<file path="config.mk">
export PLATFORM = sky130hd
export DESIGN_NAME = data_bus_machine_flat
export DESIGN_NICKNAME = d
export VERILOG_FILES = /design/src/rtl/data_bus_machine_if.sv /design/src/rtl/data_bus_machine.sv /design/src/flat_wrapper.sv
export SDC_FILE = /design/constraint.sdc
export NUM_CORES = 1
export LEC_CHECK = 0
export ABC_AREA = 1
export ABC_CLOCK_PERIOD_IN_PS = 1900
export BUFFER_PORTS_ARGS = -buffer_cell sky130_fd_sc_hd__buf_4
export CAP_MARGIN = 40
export CORE_MARGIN = 2
export CORE_UTILIZATION = 45
export DETAILED_ROUTE_END_ITERATION = 6
export GPL_ROUTABILITY_DRIVEN = 0
export PLACE_DENSITY = 0.75
export RECOVER_POWER = 50
export SYNTH_ARGS = -nofsm -noshare
export SYNTH_HDL_FRONTEND = slang
export SYNTH_SLANG_ARGS = --single-unit
</file>
<file path="constraint.sdc">
create_clock -name clk -period 1.9 [get_ports clk]
set_clock_uncertainty 0.15 [all_clocks]
set_input_delay 0.095 -clock clk [delete_from_list [all_inputs] [get_ports clk]]
set_output_delay 0.095 -clock clk [all_outputs]
set_load 0.02 [all_outputs]
</file>
<file path="src/rtl/data_bus_machine_if.sv">
// data_bus_machine_if: request handshake and device bus seen by one
// data_bus_machine instance.
//   decoder side : phi_1, phi_4, go, read, addr_in, wdata_in, err_clr
//   device side  : mem_rdata, mem_ready (in), mem_addr, mem_wdata,
//                  mem_rd, mem_wr (out)
//   status       : rdata, done, busy, stall, timeout_err, overrun_err
// The slave modport is the machine itself. The master modport is whatever
// drives the decoder and device side.
interface data_bus_machine_if #(
  parameter int ADDR_W = 8,
  parameter int DATA_W = 16
);
  logic              phi_1;
  logic              phi_4;
  logic              go;
  logic              read;
  logic [ADDR_W-1:0] addr_in;
  logic [DATA_W-1:0] wdata_in;
  logic              err_clr;
  logic [DATA_W-1:0] mem_rdata;
  logic              mem_ready;
  logic [ADDR_W-1:0] mem_addr;
  logic [DATA_W-1:0] mem_wdata;
  logic              mem_rd;
  logic              mem_wr;
  logic [DATA_W-1:0] rdata;
  logic              done;
  logic              busy;
  logic              stall;
  logic              timeout_err;
  logic              overrun_err;

  modport slave (
    input  phi_1, phi_4, go, read, addr_in, wdata_in, err_clr,
           mem_rdata, mem_ready,
    output mem_addr, mem_wdata, mem_rd, mem_wr, rdata, done, busy, stall,
           timeout_err, overrun_err
  );

  modport master (
    output phi_1, phi_4, go, read, addr_in, wdata_in, err_clr,
           mem_rdata, mem_ready,
    input  mem_addr, mem_wdata, mem_rd, mem_wr, rdata, done, busy, stall,
           timeout_err, overrun_err
  );
endinterface

</file>
<file path="src/rtl/data_bus_machine.sv">
// data_bus_machine: responder for the decoder go/read handshake. It performs
// one data-memory or port access per instruction cycle. It drives a
// registered address, strobe and write data, and captures read data into
// rdata. While a slow device holds mem_ready low, it asserts stall so the
// phase generator freezes. If the device never responds, the access is
// aborted after WAIT_MAX wait cycles.
// Ports:
//   clk   : system clock
//   reset : synchronous active-high reset
//   bus   : data_bus_machine_if slave modport, carrying the request
//           handshake, the device bus and the status flags
// All outputs are registered.
module data_bus_machine #(
  parameter int ADDR_W   = 8,
  parameter int DATA_W   = 16,
  parameter int WAIT_MAX = 7
) (
  input  logic                clk,
  input  logic                reset,
  data_bus_machine_if.slave   bus
);

  typedef enum logic [1:0] {S_IDLE, S_ADDR, S_STROBE, S_WAIT} state_t;

  localparam logic [7:0] WMAX = 8'(WAIT_MAX);

  state_t            r_state, w_state;
  logic [ADDR_W-1:0] r_addr,  w_addr;
  logic [DATA_W-1:0] r_wdata, w_wdata;
  logic [DATA_W-1:0] r_rdata, w_rdata;
  logic              r_read,  w_read;
  logic              r_rd,    w_rd;
  logic              r_wr,    w_wr;
  logic              r_done,  w_done;
  logic              r_busy,  w_busy;
  logic              r_stall, w_stall;
  logic              r_terr,  w_terr;
  logic              r_oerr,  w_oerr;
  logic [7:0]        r_cnt,   w_cnt;
  logic              w_cmpl;
  logic              w_abort;
  logic              w_ovr;

  always_ff @(posedge clk) begin
    if (reset) begin
      r_state <= S_IDLE;
      r_addr  <= '0;
      r_wdata <= '0;
      r_rdata <= '0;
      r_read  <= 1'b0;
      r_rd    <= 1'b0;
      r_wr    <= 1'b0;
      r_done  <= 1'b0;
      r_busy  <= 1'b0;
      r_stall <= 1'b0;
      r_terr  <= 1'b0;
      r_oerr  <= 1'b0;
      r_cnt   <= '0;
    end else begin
      r_state <= w_state;
      r_addr  <= w_addr;
      r_wdata <= w_wdata;
      r_rdata <= w_rdata;
      r_read  <= w_read;
      r_rd    <= w_rd;
      r_wr    <= w_wr;
      r_done  <= w_done;
      r_busy  <= w_busy;
      r_stall <= w_stall;
      r_terr  <= w_terr;
      r_oerr  <= w_oerr;
      r_cnt   <= w_cnt;
    end
  end

  always_comb begin
    w_state = r_state;
    w_addr  = r_addr;
    w_wdata = r_wdata;
    w_rdata = r_rdata;
    w_read  = r_read;
    w_rd    = r_rd;
    w_wr    = r_wr;
    w_done  = 1'b0;
    w_busy  = r_busy;
    w_stall = r_stall;
    w_cnt   = r_cnt;
    w_cmpl  = 1'b0;
    w_abort = 1'b0;

    case (r_state)
      S_IDLE: begin
        if (bus.phi_1 && bus.go) begin
          w_addr = bus.addr_in;
          if (!bus.read) w_wdata = bus.wdata_in;
          w_read  = bus.read;
          w_busy  = 1'b1;
          w_state = S_ADDR;
        end
      end
      S_ADDR: begin
        w_rd    = r_read;
        w_wr    = !r_read;
        w_state = S_STROBE;
      end
      S_STROBE: begin
        if (bus.phi_4) begin
          if (bus.mem_ready) begin
            w_cmpl = 1'b1;
          end else begin
            w_state = S_WAIT;
            w_stall = 1'b1;
            w_cnt   = 8'd1;
          end
        end
      end
      S_WAIT: begin
        // Phases are frozen here, so the device is sampled on every edge.
        if (bus.mem_ready)     w_cmpl  = 1'b1;
        else if (r_cnt == WMAX) w_abort = 1'b1;
        else                   w_cnt   = r_cnt + 8'd1;
      end
      default: w_state = S_IDLE;
    endcase

    // Normal completion and timeout abort both close the access the same way.
    // They differ only in what lands in rdata.
    if (w_cmpl || w_abort) begin
      w_rd    = 1'b0;
      w_wr    = 1'b0;
      w_stall = 1'b0;
      w_busy  = 1'b0;
      w_done  = 1'b1;
      w_cnt   = '0;
      w_state = S_IDLE;
    end
    if (w_cmpl && r_read) w_rdata = bus.mem_rdata;
    if (w_abort)          w_rdata = '0;

    // Sticky flags: a setting event in the same edge overrides err_clr.
    w_ovr  = bus.phi_1 && bus.go && r_busy;
    w_terr = w_abort | (r_terr & ~bus.err_clr);
    w_oerr = w_ovr   | (r_oerr & ~bus.err_clr);
  end

  assign bus.mem_addr    = r_addr;
  assign bus.mem_wdata   = r_wdata;
  assign bus.mem_rd      = r_rd;
  assign bus.mem_wr      = r_wr;
  assign bus.rdata       = r_rdata;
  assign bus.done        = r_done;
  assign bus.busy        = r_busy;
  assign bus.stall       = r_stall;
  assign bus.timeout_err = r_terr;
  assign bus.overrun_err = r_oerr;

endmodule
</file>
<file path="src/flat_wrapper.sv">
// flat-port wrapper written by rule: the top's interface ports become plain ports
module data_bus_machine_flat 
#(
  parameter int ADDR_W   = 8,
  parameter int DATA_W   = 16,
  parameter int WAIT_MAX = 7
)
  (clk, reset, bus_phi_1, bus_phi_4, bus_go, bus_read, bus_addr_in, bus_wdata_in, bus_err_clr, bus_mem_rdata, bus_mem_ready, bus_mem_addr, bus_mem_wdata, bus_mem_rd, bus_mem_wr, bus_rdata, bus_done, bus_busy, bus_stall, bus_timeout_err, bus_overrun_err);
  data_bus_machine_if #(.ADDR_W(ADDR_W), .DATA_W(DATA_W)) bus_i ();
  input  logic clk;
  input  logic reset;
  input wire logic [$bits(bus_i.phi_1)-1:0] bus_phi_1;
  input wire logic [$bits(bus_i.phi_4)-1:0] bus_phi_4;
  input wire logic [$bits(bus_i.go)-1:0] bus_go;
  input wire logic [$bits(bus_i.read)-1:0] bus_read;
  input wire logic [$bits(bus_i.addr_in)-1:0] bus_addr_in;
  input wire logic [$bits(bus_i.wdata_in)-1:0] bus_wdata_in;
  input wire logic [$bits(bus_i.err_clr)-1:0] bus_err_clr;
  input wire logic [$bits(bus_i.mem_rdata)-1:0] bus_mem_rdata;
  input wire logic [$bits(bus_i.mem_ready)-1:0] bus_mem_ready;
  output wire logic [$bits(bus_i.mem_addr)-1:0] bus_mem_addr;
  output wire logic [$bits(bus_i.mem_wdata)-1:0] bus_mem_wdata;
  output wire logic [$bits(bus_i.mem_rd)-1:0] bus_mem_rd;
  output wire logic [$bits(bus_i.mem_wr)-1:0] bus_mem_wr;
  output wire logic [$bits(bus_i.rdata)-1:0] bus_rdata;
  output wire logic [$bits(bus_i.done)-1:0] bus_done;
  output wire logic [$bits(bus_i.busy)-1:0] bus_busy;
  output wire logic [$bits(bus_i.stall)-1:0] bus_stall;
  output wire logic [$bits(bus_i.timeout_err)-1:0] bus_timeout_err;
  output wire logic [$bits(bus_i.overrun_err)-1:0] bus_overrun_err;
  assign bus_i.phi_1 = bus_phi_1;
  assign bus_i.phi_4 = bus_phi_4;
  assign bus_i.go = bus_go;
  assign bus_i.read = bus_read;
  assign bus_i.addr_in = bus_addr_in;
  assign bus_i.wdata_in = bus_wdata_in;
  assign bus_i.err_clr = bus_err_clr;
  assign bus_i.mem_rdata = bus_mem_rdata;
  assign bus_i.mem_ready = bus_mem_ready;
  assign bus_mem_addr = bus_i.mem_addr;
  assign bus_mem_wdata = bus_i.mem_wdata;
  assign bus_mem_rd = bus_i.mem_rd;
  assign bus_mem_wr = bus_i.mem_wr;
  assign bus_rdata = bus_i.rdata;
  assign bus_done = bus_i.done;
  assign bus_busy = bus_i.busy;
  assign bus_stall = bus_i.stall;
  assign bus_timeout_err = bus_i.timeout_err;
  assign bus_overrun_err = bus_i.overrun_err;
  data_bus_machine #(.ADDR_W(ADDR_W), .DATA_W(DATA_W), .WAIT_MAX(WAIT_MAX)) u_core (.clk(clk), .reset(reset), .bus(bus_i));
endmodule
</file>
==> flow_summary.toml, run 1 <==
[power]
totalPowerFinal_mw = 3.51
powerDensity_mw_per_mm2 = 947
peakVddDrop_mv = 0.719
p_leak_nw = 1.50

[setup_path]
r2r_end = "u_core.bus.rdata[13]$_SDFFE_PP0P_"
worst_path_most_repeated_cell = "nand2_4"
cp.arrival_ps = 1790
worst_setup_path_start_kind = "register"
r2r_start = "u_core.r_state[1]$_SDFFE_PP0P_"
path_cells = "ha_2, inv_2, nor2_2, nand2_1, nor2_4, nand2_4, nand2_4, a21oi_1"
critPathMaxStageDelay_ps = 410
worstSetupPathType = "register to register"
required_ps = 1970
cp_slowest_cell = "dfxtp_1"
crit_start = "u_core.r_state[1]$_SDFFE_PP0P_"
crit_path_end_kind = "register"
r2r_setup_slack_ps = 180
crit_fanout = 16
reg2reg_depth = 8

[cts]
cts_buffers = 9
cts.sinks = 58
htreeDepth = 3
cts-root-buf = "clkbuf_8"
clk_latency_ps = 340
cts_tree = "yes"
clkSlewWorstSetupHoldPaths_ps = 70
clockBufferDepth = 2

[logic_synthesis]
synth_xor_area_frac = 0
syn_inst = 316
ys_warn_count = 0
avgSynthCellArea_sq_um = 7.68
synth_mux_area_frac = 0
syn-cell-area_sq_mm = 0.00243
synth.distinct_cells = 24
synthAdderAreaFrac = 0.0309
synth_compound_area_frac = 0.141
synth_top_family_by_area = "simple AND/OR/NAND/NOR gates"
synth-seq-cells = 58
synth-simple-area-share = 0.278
yosysSeqAreaShare = 0.479
synth_nets = 370

[floorplan]
ios = 95
die_w_um = 77.4
fp.dieH_um = 77.4
initial_utilization = 0.472
core_area_sq_mm = 0.00514
die_area_sq_mm = 0.00599
row_count = 26

[detailed_routing]
drc_errors = 0
routed_wl_um = 7050
vias_per_cell = 4.97
wl_per_cell_um = 13.2
drtPass1Iterations = 4
via_count = 2659
antenna_left = 0
drt_iter0_markers = 122

[timing]
hold_violations = 0
worst_pin_slew_ps = 488
tns_ps = 0
setup_slack_ps = 181
fmax_mhz = 582
finalSetupViolCount = 0
fin_hold_ws_ps = 52.3
period_needed_ps = 1720
finalCritPeriodShare = 0.905
slew_headroom = 0.674
drv_slew = 0

[global_routing]
grt_pass1_wl_um = 12100
antenna_found_initial = 0
grt_max_degree = 20
grt_remaining_overflow = 0
first_global_vias = 2607
grt_use_total = 0.253

[finish]
fin_area_sq_mm = 0.00371
diodes = 0
n_fill_cell = 443
layout-drive-gt1-share = 0.183
finalNonFillerCells = 535
fin_util = 0.722
area_growth_pct = 52.9
fin_nets = 514

[worst_hold_path]
hold_start = "bus_go"
hold_depth = 5
hold_end = "u_core.r_state[1]$_SDFFE_PP0P_"
hold_path.class = "input port to register"

[status]
status = "completed"

[placement]
dp_hpwl_um = 4220
dpl_worst_slack_ps = 86.7
numPortBuffers = 94
place_area_sq_mm = 0.00318
place_inst = 471

[run]
cap_violations = 0
[per-layer routing]
layer  vias up  routed length [um]  global-route usage
met3        20                 418              0.0674
li1       1337                   -                   -
met2        93                3520               0.427
met5         -                   0                   0
met4         0                 180               0.127
met1      1209                2940               0.296
[sequential cells by signal, summed over array words and instances, names as in the netlist]
signal / flops
u_core.bus.busy: 1
u_core.bus.done: 1
u_core.bus.mem_addr: 8
u_core.bus.mem_rd: 1
u_core.bus.mem_wdata: 16
u_core.bus.mem_wr: 1
u_core.bus.overrun_err: 1
u_core.bus.rdata: 16
u_core.bus.stall: 1
u_core.bus.timeout_err: 1
u_core.r_cnt: 8
u_core.r_read: 1
u_core.r_state: 2
[worst max-delay path by stage]
stage,end,slack [ps],depth (start not counted)
after floorplan,u_core.bus.busy$_SDFFE_PP0P_,320,9
after global placement,u_core.bus.mem_wdata[2]$_SDFFE_PP0P_,120,7
after detailed placement,u_core.bus.mem_wdata[11]$_SDFFE_PP0P_,90,7
after CTS,u_core.bus.mem_wdata[5]$_SDFFE_PP0P_,30,7
after global routing,u_core.r_cnt[5]$_SDFFE_PP0P_,-3,10
final,u_core.bus.rdata[13]$_SDFFE_PP0P_,180,8
[critical path: cells and delay by family, from the launching register on]
family	cells	cell delay (ps)
compound gates	1	60
fa+ha+maj	1	260
buf+inv	1	90
flops	1	410
simple gates	5	630
[power by group]
part	switching (mW)	total [mW]	internal, mW
combinational	0.519	0.841	0.322
sequential	0.0842	1.42	1.34
clock	0.516	1.25	0.735
[kinds of logic after synthesis]
kind of cell,count (synthesis)
AOI/OAI and AO/OA,67
DFF,58
adders and majority gates,6
buffers and inverters,40
and+or+nand+nor,145
[cells in the mapped netlist]
library cell,count,area [sq um]
nand3_1,12,60.1
nand2_1,58,218
a211oi_1,1,7.51
nor3_1,2,10.0
inv_2,4,15.0
nand2_4,2,22.5
a21oi_1,38,190
o21bai_1,1,7.51
ha_1,6,75.1
inv_1,23,86.3
nand2_2,1,6.26
nand3_4,1,17.5
nor2_2,2,12.5
o21ai_0,26,130
a31oi_1,1,6.26
clkbuf_2,1,5.00
clkbuf_1,5,18.8
nand3_2,2,20.0
buf_2,5,25.0
nor2_1,43,161
nor2_4,2,22.5
nand4_1,20,125
buf_6,2,22.5
dfxtp_1,58,1160
[cell usage in the layout (no fill, tap or decap), drive strengths merged]
cell / Yosys / final
nand2: 61 / 61
buf: 7 / 50
clkinvlp: 0 / 3
inv: 27 / 26
dlygate4sd3: 0 / 46
a21oi: 38 / 38
nand4: 20 / 20
ha: 6 / 6
dfxtp: 58 / 58
nor3: 2 / 2
nand3: 15 / 15
a31oi: 1 / 1
bufinv: 0 / 2
clkinv: 0 / 3
clkbuf: 6 / 59
o21bai: 1 / 1
a211oi: 1 / 1
nor2: 47 / 47
o21ai: 26 / 26
[layout make-up]
class / instances / area [sq um] / area share
clock buffer: 9 / 124 / 0.0334
clock inverter: 7 / 93.8 / 0.0253
inverter: 27 / 105 / 0.0283
multi-input combinational: 218 / 1110 / 0.299
sequential: 58 / 1160 / 0.313
tap: 70 / 87.6 / 0.0236
timing repair buffer: 146 / 1030 / 0.278
[repair_timing]
action,in CTS,in global routing
endpoints found under the setup margin,0,30
hold buffers,46,0
setup buffers,0,2
resized for setup,0,4
hold endpoints to repair,45,0
No activity file was read; power rests on OpenSTA's default activity.
==> inputs of run 2 (changes only) <==
--- a/config.mk
+++ b/config.mk
@@ -9,7 +9,6 @@
 export ABC_CLOCK_PERIOD_IN_PS = 1900
 export BUFFER_PORTS_ARGS = -buffer_cell sky130_fd_sc_hd__buf_4
 export CAP_MARGIN = 40
-export CORE_MARGIN = 2
 export CORE_UTILIZATION = 45
 export DETAILED_ROUTE_END_ITERATION = 6
 export GPL_ROUTABILITY_DRIVEN = 0
==> flow_summary.toml, run 2 (synthesis results as in run 1) <==
[timing]
fin_hold_ws_ps = 51.7
finalSetupViolCount = 0
rsz0062_at_grt = "no"
drv_slew = 0
slew_headroom = 0.767
setup_slack_ps = 41.6
tns_ps = 0
period_needed_ps = 1860
finalCritPeriodShare = 0.978
fmax_mhz = 538
worst_pin_slew_ps = 347
hold_violations = 0

[floorplan]
row_count = 26
initial_utilization = 0.472
ios = 95
core_area_sq_mm = 0.00514
die_w_um = 75.4
die_area_sq_mm = 0.00569
fp.dieH_um = 75.4

[setup_path]
critPathMaxStageDelay_ps = 560
cp.arrival_ps = 2000
worst_path_most_repeated_cell = "dlygate4sd3_1"
worstSetupPathType = "input port to register"
r2r_setup_slack_ps = 90
worst-path-buf-inv = 5
path_cells = "dlygate4sd3_1, buf_4, inv_1, buf_6, o21ai_1, a21oi_1, dlygate4sd3_1"
crit_path_end_kind = "register"
worst_setup_path_start_kind = "input port"
cp_top_family = "buffers and inverters"
crit_fanout = 25
cp_slowest_cell = "dlygate4sd3_1"
required_ps = 2040

[finish]
seq_area_sq_mm = 0.00116
final_common_cell = "nand2_1"
final_cell_mix = "nand2_1, dfxtp_1, buf_4"
diodes = 0
fin_util = 0.735
n_fill_cell = 423
multi_input_area_sq_mm = 0.00111
fin_nets = 515
area_growth_pct = 55.6
layout-drive-gt1-share = 0.187

[global_routing]
grt_remaining_overflow = 0
grt_pass1_wl_um = 11600
first_global_vias = 2604
antenna_found_initial = 0
grt_use_total = 0.281
grt_max_degree = 26

[power]
p_leak_nw = 1.54
peakVddDrop_mv = 0.773
powerDensity_mw_per_mm2 = 1020

[cts]
clockBufferDepth = 2
cts.sinks = 58
cts_buffers = 9
htreeDepth = 3
cts_tree = "yes"
clkSlewWorstSetupHoldPaths_ps = 70
cts-root-buf = "clkbuf_8"
clk_latency_ps = 340

[detailed_routing]
wl_per_cell_um = 14.7
via_count = 2741
vias_per_cell = 5.11
drtPass1Iterations = 5
drc_errors = 0
routed_wl_um = 7880
antenna_left = 0
drt_iter0_markers = 202

[placement]
dp_hpwl_um = 4210
dpl_worst_slack_ps = 48.3
numPortBuffers = 94

[worst_hold_path]
hold_path.class = "input port to register"

[run]
cap_violations = 0

[status]
status = "completed"
run 2: path summary, 6_finish.rpt:
kind                                            start  cells past startpoint                                   to
setup / recovery                                reset                      7  u_core.bus.mem_addr[7]$_SDFFE_PP0P_
hold / removal                                 bus_go                      5       u_core.r_state[0]$_SDFFE_PP0P_
setup reg to reg       u_core.r_state[1]$_SDFFE_PP0P_                      6  u_core.bus.mem_addr[7]$_SDFFE_PP0P_
hold reg to reg   u_core.bus.mem_addr[4]$_SDFFE_PP0P_                      2  u_core.bus.mem_addr[4]$_SDFFE_PP0P_
run 2: layout make-up:
class	count	area share
sequential	58	0.308
tap	70	0.0232
clock buffer	9	0.0328
inverter	27	0.0278
multi-input combinational	218	0.294
clock inverter	7	0.0374
timing repair buffer	147	0.277
run 2: worst register-to-register path, cell delays in order, from the launching register on:
cell and delay, ps:
dfxtp_1 360, inv_1 100, ha_2 210, nand3_4 100, o21ai_1 160, a21oi_1 70, dlygate4sd3_1 550
run 2: stage by stage:
stage	power [mW]	cells	cell area [sq um]
after floorplan	1.93	316	2430
after global routing	4.01	536	3780
final	3.85	536	3780
after global placement	2.24	471	3180
after CTS	3.87	534	3910
after detailed placement	2.25	471	3180
run 2: power breakdown:
part           internal [mW]  total [mW]  switching, mW
Combinational          0.338       0.887          0.549
Clock                   1.00        1.54          0.535
Sequential              1.34        1.43         0.0872
Total                   2.68        3.85           1.17
run 2: what timing repair did:
action / 4_1_cts / 5_1_grt
hold buffers: 47 / 0
gates resized for setup: 0 / 8
endpoints found under the hold margin: 45 / 0
buffers inserted: 0 / 2
endpoints found under the setup margin: 0 / 31
run 2: metal layers:
metal	up-vias	GRT usage	wire, um
met5	-	0	0
met4	0	0.152	268
li1	1337	-	-
met3	25	0.0952	464
met1	1272	0.296	2990
met2	107	0.496	4150
==> inputs of run 3 (changes only) <==
--- a/config.mk
+++ b/config.mk
@@ -9,10 +9,11 @@
 export ABC_CLOCK_PERIOD_IN_PS = 1900
 export BUFFER_PORTS_ARGS = -buffer_cell sky130_fd_sc_hd__buf_4
 export CAP_MARGIN = 40
-export CORE_UTILIZATION = 45
+export CORE_UTILIZATION = 30
+export CTS_CLUSTER_SIZE = 12
 export DETAILED_ROUTE_END_ITERATION = 6
 export GPL_ROUTABILITY_DRIVEN = 0
-export PLACE_DENSITY = 0.75
+export MAX_ROUTING_LAYER = met4
 export RECOVER_POWER = 50
 export SYNTH_ARGS = -nofsm -noshare
 export SYNTH_HDL_FRONTEND = slang
==> flow_summary.toml, run 3 (synthesis results as in run 1) <==
[cts]
cts.sinks = 58
clkSlewWorstSetupHoldPaths_ps = 60
htreeDepth = 3
cts-root-buf = "clkbuf_8"
clockBufferDepth = 2
cts_buffers = 9
clk_latency_ps = 330
cts_tree = "yes"

[setup_path]
cp.arrival_ps = 1770
required_ps = 2010
worstSetupPathType = "register to register"
crit_path_end_kind = "register"
crit_fanout = 6
worst_setup_path_start_kind = "register"

[global_routing]
antenna_found_initial = 0
grt_max_degree = 25
grt_pass1_wl_um = 11100
grt_remaining_overflow = 0
grt_use_total = 0.171
first_global_vias = 2468

[finish]
layout-drive-gt1-share = 0.185
fin_area_sq_mm = 0.00373
n_fill_cell = 820
area_growth_pct = 53.6
finalNonFillerCells = 567
final_cell_mix = "nand2_1, dfxtp_1, buf_4"
fin_nets = 514
diodes = 0
final_common_cell = "nand2_1"
multi_input_area_sq_mm = 0.00109
seq_area_sq_mm = 0.00116

[floorplan]
row_count = 32
initial_utilization = 0.312
die_area_sq_mm = 0.00845
fp.dieH_um = 91.9
die_w_um = 91.9
ios = 95
core_area_sq_mm = 0.00777

[detailed_routing]
via_count = 2574
drtPass1Iterations = 4
routed_wl_um = 6750
wl_per_cell_um = 11.9
vias_per_cell = 4.54
drt_iter0_markers = 167
antenna_left = 0
drc_errors = 0

[timing]
drv_slew = 0
hold_violations = 0
slew_headroom = 0.761
period_needed_ps = 1660
worst_pin_slew_ps = 358
finalSetupViolCount = 0
setup_slack_ps = 238
finalCritPeriodShare = 0.875
rsz0062_at_grt = "no"
fin_hold_ws_ps = 16.9
fmax_mhz = 602
tns_ps = 0

[power]
p_leak_nw = 1.50
powerDensity_mw_per_mm2 = 912
peakVddDrop_mv = 0.608

[placement]
place_inst = 503
numPortBuffers = 94
dp_hpwl_um = 4510
dpl_worst_slack_ps = -9.41
place_area_sq_mm = 0.00322

[run]
cap_violations = 0

[worst_hold_path]
hold_path.class = "input port to register"

[status]
status = "completed"
## run 3: cell types whose count changed in the layout (fill, tap and decap cells not counted), sizes merged
cell	change
clkinvlp	+1
clkbuf	+3
bufinv	-3
dlygate4sd3	-2
buf	+1
clkinv	-1
## run 3: cell type report
cell class	instances	area share
clock buffers	12	0.0416
well taps	102	0.0343
multi-input cells	218	0.294
clock inverters	4	0.0134
inverters	27	0.0282
flip-flops and latches	58	0.312
repair buffers	146	0.276
## run 3: worst max-delay path, stage by stage, from the launching register on
cell and delay (ps):
dfxtp_2 370, inv_1 70, ha_1 250, nand2_1 110
nand2_1 60, nand2_1 130, inv_2 60, nand2_1 180
nand2_1 80, a21oi_1 130
## run 3: final timing paths
kind / depth (start not counted) / from / slack (ps) / endpoint
worst min register to register: 2 / u_core.bus.mem_addr[6]$_SDFFE_PP0P_ / 290 / u_core.bus.mem_addr[6]$_SDFFE_PP0P_
worst max register to register: 9 / u_core.r_state[0]$_SDFFE_PP0P_ / 240 / u_core.r_cnt[4]$_SDFFE_PP0P_
worst min-delay path: 3 / bus_mem_ready / 20 / u_core.bus.rdata[7]$_SDFFE_PP0P_
worst max-delay path: 9 / u_core.r_state[0]$_SDFFE_PP0P_ / 240 / u_core.r_cnt[4]$_SDFFE_PP0P_
## run 3: power breakdown
part | internal (mW) | switching [mW] | total, mW
Sequential | 1.34 | 0.0803 | 1.42
Clock | 0.675 | 0.482 | 1.16
Combinational | 0.318 | 0.501 | 0.819
## run 3: routing by layer
| layer | vias up | share of wire | track usage |
|---|---|---|---|
| li1 | 1333 | - | - |
| met1 | 1158 | 0.44 | 0.190 |
| met2 | 73 | 0.49 | 0.289 |
| met3 | 10 | 0.059 | 0.0580 |
| met4 | 0 | 0.013 | 0.0521 |
| met5 | - | 0 | - |
## run 3: what timing repair did
item | in CTS | in global routing
buffers inserted | 2 | 1
pin swaps | 0 | 2
endpoints found under the setup margin | 9 | 46
endpoints found under the hold margin | 45 | 0
hold buffers | 45 | 0
gates resized for setup | 1 | 5
## run 3: per-stage QoR
step / total power, mW / util
3_3_place_gp: 2.26 / 0.414
6_report: 3.40 / 0.480
5_1_grt: 3.60 / 0.480
4_1_cts: 3.52 / 0.501
3_5_place_dp: 2.27 / 0.414
2_1_floorplan: 1.93 / -
